$ cat src/rtl/psd_pkg.sv
// Shared constants and state encoding for the sequential nibble-lane subtractor.
package psd_pkg;

    localparam int LANE_W = 4;
    localparam int LANES  = 16 / LANE_W;

    localparam logic [3:0] SAT_POS = 4'h7;
    localparam logic [3:0] SAT_NEG = 4'h8;

    typedef enum logic [1:0] {
        IDLE = 2'd0,
        RUN  = 2'd1,
        DONE = 2'd2
    } psd_state_t;

endpackage

$ cat src/rtl/psd_16bit_seq_if.sv
// Start/done coprocessor bus between the execute stage and psd_16bit_seq.
interface psd_16bit_seq_if;
    import psd_pkg::*;

    logic        start;
    logic [15:0] A;
    logic [15:0] B;
    logic        busy;
    logic        done;
    logic [15:0] Diff;
    logic [3:0]  lane_err;
    logic        Error;

    modport master (output start, A, B, input busy, done, Diff, lane_err, Error);
    modport slave  (input start, A, B, output busy, done, Diff, lane_err, Error);

endinterface

$ cat src/rtl/psd_lane_4bit.sv
// One signed nibble lane: a - b, saturating by default, modulo-16 when PSD_WRAP_EN is defined.
module psd_lane_4bit
    import psd_pkg::*;
(
    input  logic [3:0] a,
    input  logic [3:0] b,
    output logic [3:0] diff,
    output logic       ovfl
);

    logic [4:0] d_s;

    // Lane difference with overflow detect and result select
    always_comb begin
        d_s  = {a[3], a} - {b[3], b};
        // Overflow exactly when the 5-bit result does not fit in 4 signed bits
        ovfl = d_s[4] ^ d_s[3];
`ifdef PSD_WRAP_EN
        diff = d_s[3:0];
`else
        case ({d_s[4], d_s[3]})
            2'b01:   diff = SAT_POS;
            2'b10:   diff = SAT_NEG;
            default: diff = d_s[3:0];
        endcase
`endif
    end

endmodule

$ cat src/rtl/psd_16bit_seq.sv
// Multi-cycle 16-bit sub-word subtractor, one nibble lane per cycle, results published on done.
// Build option: PSD_WRAP_EN selects wrapping lanes instead of saturation.
module psd_16bit_seq
    import psd_pkg::*;
(
    input  logic              clk,
    input  logic              rst_n,
    psd_16bit_seq_if.slave    bus
);

    localparam logic [1:0] S_IDLE = IDLE;
    localparam logic [1:0] S_RUN  = RUN;
    localparam logic [1:0] S_DONE = DONE;

    logic [1:0]  state_r;
    logic [1:0]  idx_r;
    logic [15:0] a_r;
    logic [15:0] b_r;
    logic [15:0] shadow_r;
    logic [3:0]  shadow_err_r;
    logic        busy_r;
    logic        done_r;
    logic [15:0] diff_r;
    logic [3:0]  lane_err_r;
    logic        error_r;

    logic [3:0]  lane_a_s;
    logic [3:0]  lane_b_s;
    logic [3:0]  lane_diff_s;
    logic        lane_ovfl_s;
    logic [15:0] shadow_nxt_s;
    logic [3:0]  err_nxt_s;

    // Select the current lane operands from the latched words
    always_comb begin
        lane_a_s = a_r[{idx_r, 2'b00} +: LANE_W];
        lane_b_s = b_r[{idx_r, 2'b00} +: LANE_W];
    end

    psd_lane_4bit u_lane (
        .a    (lane_a_s),
        .b    (lane_b_s),
        .diff (lane_diff_s),
        .ovfl (lane_ovfl_s)
    );

    // Merge the freshly computed lane into the shadow result
    always_comb begin
        shadow_nxt_s                              = shadow_r;
        shadow_nxt_s[{idx_r, 2'b00} +: LANE_W]    = lane_diff_s;
        err_nxt_s                                 = shadow_err_r;
        err_nxt_s[idx_r]                          = lane_ovfl_s;
    end

    // Sequencer: accept, walk the lanes, publish the whole word at once
    always_ff @(posedge clk or negedge rst_n) begin
        if (!rst_n) begin
            state_r      <= S_IDLE;
            idx_r        <= 2'd0;
            a_r          <= 16'h0000;
            b_r          <= 16'h0000;
            shadow_r     <= 16'h0000;
            shadow_err_r <= 4'h0;
            busy_r       <= 1'b0;
            done_r       <= 1'b0;
            diff_r       <= 16'h0000;
            lane_err_r   <= 4'h0;
            error_r      <= 1'b0;
        end else begin
            done_r <= 1'b0;
            case (state_r)
                S_IDLE, S_DONE: begin
                    if (bus.start) begin
                        a_r          <= bus.A;
                        b_r          <= bus.B;
                        shadow_r     <= 16'h0000;
                        shadow_err_r <= 4'h0;
                        idx_r        <= 2'd0;
                        busy_r       <= 1'b1;
                        state_r      <= S_RUN;
                    end else begin
                        state_r      <= S_IDLE;
                    end
                end
                S_RUN: begin
                    shadow_r     <= shadow_nxt_s;
                    shadow_err_r <= err_nxt_s;
                    if (idx_r == 2'd3) begin
                        diff_r     <= shadow_nxt_s;
                        lane_err_r <= err_nxt_s;
                        error_r    <= |err_nxt_s;
                        done_r     <= 1'b1;
                        busy_r     <= 1'b0;
                        state_r    <= S_DONE;
                    end else begin
                        idx_r      <= idx_r + 2'd1;
                    end
                end
                default: begin
                    busy_r  <= 1'b0;
                    state_r <= S_IDLE;
                end
            endcase
        end
    end

    assign bus.busy     = busy_r;
    assign bus.done     = done_r;
    assign bus.Diff     = diff_r;
    assign bus.lane_err = lane_err_r;
    assign bus.Error    = error_r;

endmodule

$ cat src/flat_wrapper.sv
// flat-port wrapper written by rule: the top's interface ports become plain ports
module psd_16bit_seq_flat import psd_pkg::*;
  (clk, rst_n, bus_start, bus_A, bus_B, bus_busy, bus_done, bus_Diff, bus_lane_err, bus_Error);
  psd_16bit_seq_if bus_i ();
  input  logic clk;
  input  logic rst_n;
  input wire logic [$bits(bus_i.start)-1:0] bus_start;
  input wire logic [$bits(bus_i.A)-1:0] bus_A;
  input wire logic [$bits(bus_i.B)-1:0] bus_B;
  output wire logic [$bits(bus_i.busy)-1:0] bus_busy;
  output wire logic [$bits(bus_i.done)-1:0] bus_done;
  output wire logic [$bits(bus_i.Diff)-1:0] bus_Diff;
  output wire logic [$bits(bus_i.lane_err)-1:0] bus_lane_err;
  output wire logic [$bits(bus_i.Error)-1:0] bus_Error;
  assign bus_i.start = bus_start;
  assign bus_i.A = bus_A;
  assign bus_i.B = bus_B;
  assign bus_busy = bus_i.busy;
  assign bus_done = bus_i.done;
  assign bus_Diff = bus_i.Diff;
  assign bus_lane_err = bus_i.lane_err;
  assign bus_Error = bus_i.Error;
  psd_16bit_seq u_core (.clk(clk), .rst_n(rst_n), .bus(bus_i));
endmodule
$ cat config.mk
export PLATFORM = sky130hd
export DESIGN_NAME = psd_16bit_seq_flat
export DESIGN_NICKNAME = d
export VERILOG_FILES = /design/src/rtl/psd_pkg.sv /design/src/rtl/psd_16bit_seq_if.sv /design/src/rtl/psd_lane_4bit.sv /design/src/rtl/psd_16bit_seq.sv /design/src/flat_wrapper.sv
export SDC_FILE = /design/constraint.sdc
export NUM_CORES = 1
export LEC_CHECK = 0
export ABC_AREA = 0
export CAP_MARGIN = 20
export CORE_AREA = 2 2 94 96
export CTS_BUF_LIST = sky130_fd_sc_hd__clkbuf_2 sky130_fd_sc_hd__clkbuf_4 sky130_fd_sc_hd__clkbuf_8
export CTS_CLUSTER_SIZE = 16
export DETAILED_ROUTE_END_ITERATION = 16
export DIE_AREA = 0 0 96 98
export GPL_ROUTABILITY_DRIVEN = 0
export PLACE_DENSITY = 0.8
export SETUP_SLACK_MARGIN = 0.05
export SYNTH_ARGS = -nofsm -noshare
export SYNTH_HDL_FRONTEND = slang
export SYNTH_HIERARCHICAL = 1
export SYNTH_SLANG_ARGS = --single-unit
$ cat constraint.sdc
create_clock -name clk -period 4.7 [get_ports clk]
set_clock_uncertainty 0.1 [all_clocks]
set_input_delay 0.47 -clock clk [delete_from_list [all_inputs] [get_ports clk]]
set_output_delay 0.47 -clock clk [all_outputs]
set_load 0.01 [all_outputs]
==> results of run 1 <==
## worst register-to-register path, delay by kind of cell, from the launching register on
kind,cells,cell delay [ns]
AO/OA/AOI/OAI,4,1.55
adder cells (fa/ha/maj),3,0.90
buffers and inverters,1,0.16
flip-flops,1,0.66
multiplexers,1,0.57
AND/OR/NAND/NOR,1,0.17
## metrics by stage
step	instances	setup slack (ns)
2_1_floorplan	377	1.34
3_3_place_gp	519	0.651
3_5_place_dp	519	0.502
4_1_cts	534	0.506
5_1_grt	536	0.184
6_report	536	0.553
## registers in the layout, indices dropped and copies added (netlist names)
name,flops
u_core/a_r,16
u_core/bus.lane_err,4
u_core/b_r,16
u_core/shadow_err_r,3
u_core/bus.Diff,16
u_core/bus.busy,1
u_core/idx_r,2
u_core/bus.done,1
u_core/state_r,2
u_core/shadow_r,16
u_core/bus.Error,1
## kinds of logic after synthesis
group	after synthesis	synth area share, %
flops	78	52.2
xor+xnor	1	0.234
buf+inv	38	4.92
mux	11	5.65
simple gates	163	19.7
fa+ha+maj	14	4.88
compound gates	72	12.4
## Yosys cell counts (2+ instances only)
master / instances
sky130_fd_sc_hd__a21oi_1: 44
sky130_fd_sc_hd__buf_4: 3
sky130_fd_sc_hd__o21ai_0: 6
sky130_fd_sc_hd__nand2_1: 101
sky130_fd_sc_hd__ha_1: 13
sky130_fd_sc_hd__and4bb_2: 3
sky130_fd_sc_hd__inv_1: 10
sky130_fd_sc_hd__nor2b_1: 22
sky130_fd_sc_hd__mux2i_1: 2
sky130_fd_sc_hd__buf_2: 17
sky130_fd_sc_hd__a32o_1: 18
sky130_fd_sc_hd__nand3_1: 2
sky130_fd_sc_hd__nand2b_1: 2
sky130_fd_sc_hd__nor2_1: 24
sky130_fd_sc_hd__and3b_1: 3
sky130_fd_sc_hd__clkbuf_1: 5
sky130_fd_sc_hd__dfrtp_1: 78
sky130_fd_sc_hd__mux4_2: 8
## per-layer routing
metal | part of all wire (%) | vias up
li1 | - | 1364
met1 | 46 | 1336
met2 | 48 | 69
met3 | 4.1 | 12
met4 | 1.7 | 0
met5 | 0 | -
## final timing paths
check / to / depth (start not counted) / start
worst max-delay path: u_core/bus.Diff[7] / 10 / u_core/idx_r[0]
worst min-delay path: u_core/bus.Diff[6] / 1 / rst_n
worst max register to register: u_core/bus.Diff[7] / 10 / u_core/idx_r[0]
worst min register to register: u_core/b_r[11] / 2 / u_core/b_r[11]
max in group asynchronous: u_core/b_r[2] / 1 / rst_n
min in group clk: u_core/b_r[11] / 2 / u_core/b_r[11]
## cells in the final DEF, fill, tap and decap left out
cell | synthesis | layout
sky130_fd_sc_hd__and4bb_2 | 3 | 3
sky130_fd_sc_hd__and4b_1 | 1 | 1
sky130_fd_sc_hd__mux2_1 | 1 | 1
sky130_fd_sc_hd__nor2b_2 | 0 | 1
sky130_fd_sc_hd__bufinv_16 | 0 | 2
sky130_fd_sc_hd__a21oi_1 | 44 | 44
sky130_fd_sc_hd__o21ai_0 | 6 | 6
sky130_fd_sc_hd__clkdlybuf4s50_1 | 0 | 56
sky130_fd_sc_hd__o31ai_1 | 1 | 1
sky130_fd_sc_hd__mux4_2 | 8 | 8
sky130_fd_sc_hd__a31o_2 | 1 | 1
sky130_fd_sc_hd__nor2b_1 | 22 | 21
sky130_fd_sc_hd__a21boi_0 | 1 | 1
sky130_fd_sc_hd__inv_1 | 10 | 10
sky130_fd_sc_hd__or2_1 | 1 | 1
sky130_fd_sc_hd__or3b_1 | 1 | 1
sky130_fd_sc_hd__clkbuf_8 | 0 | 11
sky130_fd_sc_hd__and3b_1 | 3 | 3
sky130_fd_sc_hd__buf_4 | 3 | 6
sky130_fd_sc_hd__nand3b_1 | 1 | 1
sky130_fd_sc_hd__clkbuf_2 | 1 | 2
sky130_fd_sc_hd__xor2_1 | 1 | 1
sky130_fd_sc_hd__nand2b_1 | 2 | 2
sky130_fd_sc_hd__fa_1 | 1 | 1
sky130_fd_sc_hd__nor4_1 | 1 | 1
sky130_fd_sc_hd__and3_1 | 1 | 1
sky130_fd_sc_hd__ha_1 | 13 | 13
sky130_fd_sc_hd__a32o_1 | 18 | 18
sky130_fd_sc_hd__a31o_1 | 1 | 1
sky130_fd_sc_hd__dfrtp_1 | 78 | 78
sky130_fd_sc_hd__clkinv_2 | 0 | 2
sky130_fd_sc_hd__nor2_1 | 24 | 24
sky130_fd_sc_hd__mux2i_1 | 2 | 2
sky130_fd_sc_hd__nand3_1 | 2 | 2
sky130_fd_sc_hd__nand2_1 | 101 | 101
## final cells by class
class | instances | area, um2 | share of cell area, %
clock buffers | 11 | 151 | 3.31
clock inverters | 4 | 70.1 | 1.53
repair buffers | 64 | 616 | 13.5
flip-flops and latches | 78 | 1950 | 42.7
well taps | 108 | 135 | 2.96
inverters | 10 | 37.5 | 0.822
multi-input cells | 261 | 1610 | 35.2
==> run summary, run 1 <==
The required time reported for the critical path endpoint is a little under 5 ns. The average cell area after synthesis is 9.92 um2. The dominant delay contributor by cell family on the critical path is compound AO/OA/AOI/OAI gates. The initial core utilization is roughly 44%. The hold violation count in the final report came to 0. The aggregate global routing overflow is 0. STA classifies the critical path endpoint as a flop. After technology mapping, the gate count stands at about 380. After synthesis, flip-flops and latches occupy between 50% and 60% of the total area. The total DRC errors in the routed layout came out at 0.

The number of clock buffers added by TritonCTS is 9. Counting the fill cells in the layout gives 744. The final-layout worst hold slack came out at 0.165 ns.

Counting along the longest clock path gives a buffer depth of 2. The initial antenna violation count came out at 0. The minimum clock period after layout is 4.15 ns. In this run, synthesis inferred 0 flip-flops with an integrated enable. Counting distinct cell types in the post-synthesis netlist gives 34.

The number of routed nets with antenna violations is 0. The post-cts hold buffer count came out at 0. The min-delay analysis places its worst path in the category primary input to async pin. The wire length of the first global-routing pass is ~13,000 um. Detailed placement ended at an HPWL of 5110 um. The number of I/O port buffers came out at 57.

The overall track demand over capacity in global routing came out at between 10% and 20%. Walking the worst path, the cells encountered are mux4_2, ha_1, fa_1, nand2b_1, a31o_2, ha_1, inv_1, o31ai_1, a21oi_1, a21oi_1. Setup repair after global routing left no endpoint under its margin. The met3 demand-to-capacity share in global routing is 3.24%.

The clock-pin slew of the registers on the worst-case setup and hold paths came out at 0.08 ns. The CTS tree is built. The number of buffers and inverters on the critical path is 1. The count of maximum capacitance violations is 0.

Derived from the worst setup path, the maximum achievable clock frequency is 0.241 GHz. The number of post-CTS setup repair buffers came out at 0. For the pin with the worst max-slew slack, the measured transition is 1.11 ns. The repair_antennas step left the layout with diodes totalling 0. The cell area after synthesis came out at 3740 um2.

Entering global routing, the biggest net connects slightly below 80 pins. After detailed routing, the number of vias per cell comes to 5.19. The overall die height is 98 um. The detailed-route wire length per cell came out at approximately 14 um.

The top-level I/O count is between 50 and 60. The number of H-tree levels is 3. The width of the chip is about 96 um. The flop and latch count out of synthesis is 78. The post-layout utilization of the core came out at 54.0%. The critical path is of the flop to flop type. In this run the clock root is driven by a sky130_fd_sc_hd__clkbuf_8. After synthesis, the cell types taking the most area are sky130_fd_sc_hd__dfrtp_1 (52%), sky130_fd_sc_hd__nand2_1 (10%), sky130_fd_sc_hd__a21oi_1 (5.9%), sky130_fd_sc_hd__a32o_1 (4.8%), sky130_fd_sc_hd__mux4_2 (4.8%). Summed over all instances, the cell type with the most area after synthesis is sky130_fd_sc_hd__dfrtp_1. The synthesis-to-layout area growth is 22.1%. STA classifies the critical path startpoint as a flop. The worst-case register-to-register setup slack is 0.55 ns. In the finished design, the share of the clock period the worst path needs comes to 88.2%.

The arrival time of the worst setup path is 4.32 ns. The total placed instance area came out at 4340 um2. The number of global-route vias before repair came out at 2,724. Cells with a size suffix above 1 make up 8.41% of the layout. The area of the die is between 9000 and 10,000 um2. Once the clock tree was built, the resizer swapped 0 gates to a different size.

The floorplan has 34 rows. The detailed router's first-iteration violation count came out at 138. In the final design database the tool counted approximately 470 nets. The fraction of registers with async set or reset after synthesis came out at 100%. The relative max-transition margin came out at 24.9%. The clock reaches the later pin of the worst-skew pair after between 0.3 and 0.4 ns.

The post-route setup TNS came out at 0 ns. The number of nets produced by synthesis is 426. The worst stage delay on the critical path is 0.95 ns. The top-area cell type share of the netlist area is 52.2%.

The post-detailed-routing wire length is 7570 um. The run finished with clean final reports. The count of clock tree sinks came out at 78.

The most congested layer reported by global routing is met2. The global routing usage on met1 came out at between 20% and 30%. The number of synthesis warnings came out at 6. The count of pins over their slew limit came out at 0. The final count of negative-setup-slack endpoints is 0. In the synthesized netlist the dominant register cell turns out to be sky130_fd_sc_hd__dfrtp_1. For this run, the detailed router's first-pass iteration total came to 4. The number of vias after detailed routing came out at 2,781. Along the worst path, the maximum fanout reaches 14. The area of the core is 8470 um2.

For this run, global-route usage on met2 was measured as 27.9%. The area of all placed cells without fillers came out at 4570 um2. The largest individual stage delay along the critical path comes from the cell sky130_fd_sc_hd__o31ai_1.
Power of run 1 is not shown: default switching activity piles up to over one toggle a cycle in this logic, so the estimate is an artifact.
==> run 2, diff against run 1 <==
--- a/config.mk
+++ b/config.mk
@@ -6,7 +6,6 @@
 export NUM_CORES = 1
 export LEC_CHECK = 0
 export ABC_AREA = 0
-export CAP_MARGIN = 20
 export CORE_AREA = 2 2 94 96
 export CTS_BUF_LIST = sky130_fd_sc_hd__clkbuf_2 sky130_fd_sc_hd__clkbuf_4 sky130_fd_sc_hd__clkbuf_8
 export CTS_CLUSTER_SIZE = 16
==> run 2 against run 1 <==
Against the previous run:
- first-iteration DRC count increased by 14%
- maximum frequency is 2.1% lower
- critical path depth stayed put
- worst hold slack got worse by 0.0022 ns
- sequential cell count did not move
- die area unchanged
- utilization fell by 0.12 points
- design area shrank 0.22%
- final cell count shrank 0.37%
- global-route usage is the same
- count of clock-buffer cells in the layout is the same
- critical path type unchanged
- largest cell class unchanged
- highest routed layer unchanged
==> run summary, run 2 (same netlist as run 1, synthesis figures left out) <==
The number of vias after detailed routing came to 2,797 (was 2,781). The slowest stage cell on the critical path is sky130_fd_sc_hd__o21ai_0 (was sky130_fd_sc_hd__o31ai_1). The post-detailed-route via-to-cell ratio came out at 5.24 (was 5.19). CP Cell Sequence: mux4_2, ha_1, fa_1, nand2b_1, a31o_2, ha_1, inv_1, o21ai_0, a21oi_1, a21oi_1 (was mux4_2, ha_1, fa_1, nand2b_1, a31o_2, ha_1, inv_1, o31ai_1, a21oi_1, a21oi_1).

The post-detailed-routing wire length is 7550 um (was 7570 um). The ratio of final minimum period to clock period came out at 90.1% (was 88.2%). The worst stage delay on the critical path is 1.01 ns (was 0.95 ns). The last element of the critical path is u_core/bus.Diff[6] (was u_core/bus.Diff[7]). The number of H-tree levels came out at 3 (unchanged).

Status: completed (unchanged). The critical path launch point is u_core/idx_r[0] (unchanged). The maximum achievable frequency is 0.236 GHz (was 0.241 GHz). The clock-pin slew of the registers on the worst-case setup and hold paths is 0.08 ns (about the same). Top library cells by usage in the layout, fill and taps aside: sky130_fd_sc_hd__nand2_1 (101), sky130_fd_sc_hd__dfrtp_1 (78), sky130_fd_sc_hd__clkdlybuf4s50_1 (56), sky130_fd_sc_hd__a21oi_1 (44), sky130_fd_sc_hd__nor2_1 (24) (unchanged).

The detailed router's first-iteration violation count came out at 158 (was 138). The detailed-route wire length per cell came out at 14.1 um (about the same). The hold violation count in the final report came out at 0 (unchanged). The wire length of the first global-routing pass was 12,700 um (unchanged).

The initial core utilization came out at 44.2% (unchanged). The overall die height came to 98 um (unchanged). The category of the worst setup path launch point is a flop (unchanged).

The class of the most critical setup path is flop to flop (unchanged). The post-cts resize count came to 0 (unchanged). The area of the core is 8470 um2 (unchanged).

The count of clock tree sinks is 78 (unchanged). The arrival time of the worst setup path came out at 4.42 ns (was 4.32 ns). The count of pins over their slew limit is 0 (unchanged). The reg-to-reg critical path endpoint was u_core/bus.Diff[6] (was u_core/bus.Diff[7]).

The first-pass iteration count of the detailed router came out at 5 (was 4). The HPWL reported at the end of detailed placement came out at 5110 um (unchanged). The aggregate global routing overflow is 0 (unchanged). Setup repair after global routing missed its margin: no (unchanged).

The number of post-CTS setup repair buffers came out at 0 (unchanged). The post-cts hold buffer count came to 0 (unchanged). The CTS tree is built (unchanged).

The cell at the root of the clock tree is sky130_fd_sc_hd__clkbuf_8 (unchanged). The total number of placement rows came out at 34 (unchanged). The initial antenna violation count is 0 (unchanged).

The class of the tightest hold or removal check was primary input to async pin (unchanged). The top-level I/O count is 58 (unchanged). The number of diodes added for antenna fixing is 0 (unchanged). The number of nets at the end of the flow was 471 (was 473). The width of the chip came out at 96 um (unchanged). The number of I/O port buffers is 57 (unchanged).

The area of the die came out at 9410 um2 (unchanged). The final count of negative-setup-slack endpoints is 0 (unchanged). The clock insertion delay at the later pin of the skew report is 0.35 ns (about the same). The synthesis-to-layout area growth came out at 21.9% (was 22.1%). The type of element capturing the critical path was a flop (unchanged). The number of clock buffers inserted by TritonCTS is 9 (unchanged). The worst-case register-to-register setup slack came out at 0.47 ns (was 0.55 ns).

The post-route setup TNS is 0 ns (unchanged). The slew of the pin with the lowest slew margin came out at 1.23 ns (was 1.11 ns). The total DRC errors in the routed layout is 0 (unchanged).

The relative max-transition margin is 17.3% (was 24.9%). The largest fanout on the critical path was 14 (unchanged). The number of global-route vias before repair is 2,724 (unchanged). The required time reported for the critical path endpoint is 4.88 ns (about the same).

The count of maximum capacitance violations came to 0 (unchanged). The largest net degree at the start of global routing is 79 (unchanged). The number of routed nets with antenna violations came out at 0 (unchanged). The proportion of layout cells with a drive suffix above 1 came out at 7.98% (was 8.41%). The overall track demand over capacity in global routing came to 17.3% (unchanged). The most common cell after layout, fill and taps aside was sky130_fd_sc_hd__nand2_1 (unchanged). The launching point of the worst reg2reg path was u_core/idx_r[0] (unchanged). The minimum clock period after layout is 4.23 ns (was 4.15 ns). The cell depth of the worst flop-to-flop path came out at 10 (unchanged).

The maximum buffer depth of the clock tree was 2 (unchanged).
## run 2: cell types whose count changed in the layout (fill, tap and decap cells not counted)
cell | before | now
sky130_fd_sc_hd__clkbuf_2 | 2 | 0
## run 2: how the worst min path moves through the flow
stage          slack (ns)            from                   to
2_1_floorplan        0.07           rst_n        u_core/a_r[0]
3_3_place_gp         0.35   u_core/b_r[2]        u_core/b_r[2]
3_5_place_dp         0.36  u_core/b_r[11]       u_core/b_r[11]
4_1_cts              0.20           rst_n  u_core/bus.Diff[11]
5_1_grt              0.25           rst_n   u_core/bus.Diff[9]
6_report             0.16           rst_n   u_core/bus.Diff[6]
## run 2: per-layer routing
metal	global-route usage, %	up-vias	share of wire, %
met5	0	-	0
met4	6.59	0	0.98
met3	3.24	8	4.5
met2	27.9	73	49
met1	23.1	1353	45
li1	-	1363	-
## run 2: final cells by class
class,instances,area [um2]
tap,108,135
fill,747,3910
clock inverter,4,70.1
sequential,78,1950
multi-input combinational,261,1610
timing repair buffer,62,606
clock buffer,11,151
inverter,10,37.5
## run 2: worst max-delay path: cells and delay by family (launching register included)
kind / cells / cell delay [ns]
and+or+nand+nor: 1 / 0.17
adders and majority gates: 3 / 0.90
buffers and inverters: 1 / 0.16
muxes: 1 / 0.56
DFF: 1 / 0.66
AOI/OAI and AO/OA: 4 / 1.63
## run 2: stage by stage
step	instance area, um2	setup slack [ns]	hold slack [ns]	instances	utilization, %
5_1_grt	4560	0.184	0.246	534	53.8
3_3_place_gp	4340	0.651	0.353	519	51.2
3_5_place_dp	4340	0.502	0.365	519	51.2
4_1_cts	4560	0.506	0.205	534	53.8
2_1_floorplan	3740	1.34	0.0744	377	-
6_report	4560	0.465	0.163	534	53.8
Power of run 2 is left out for the same reason.
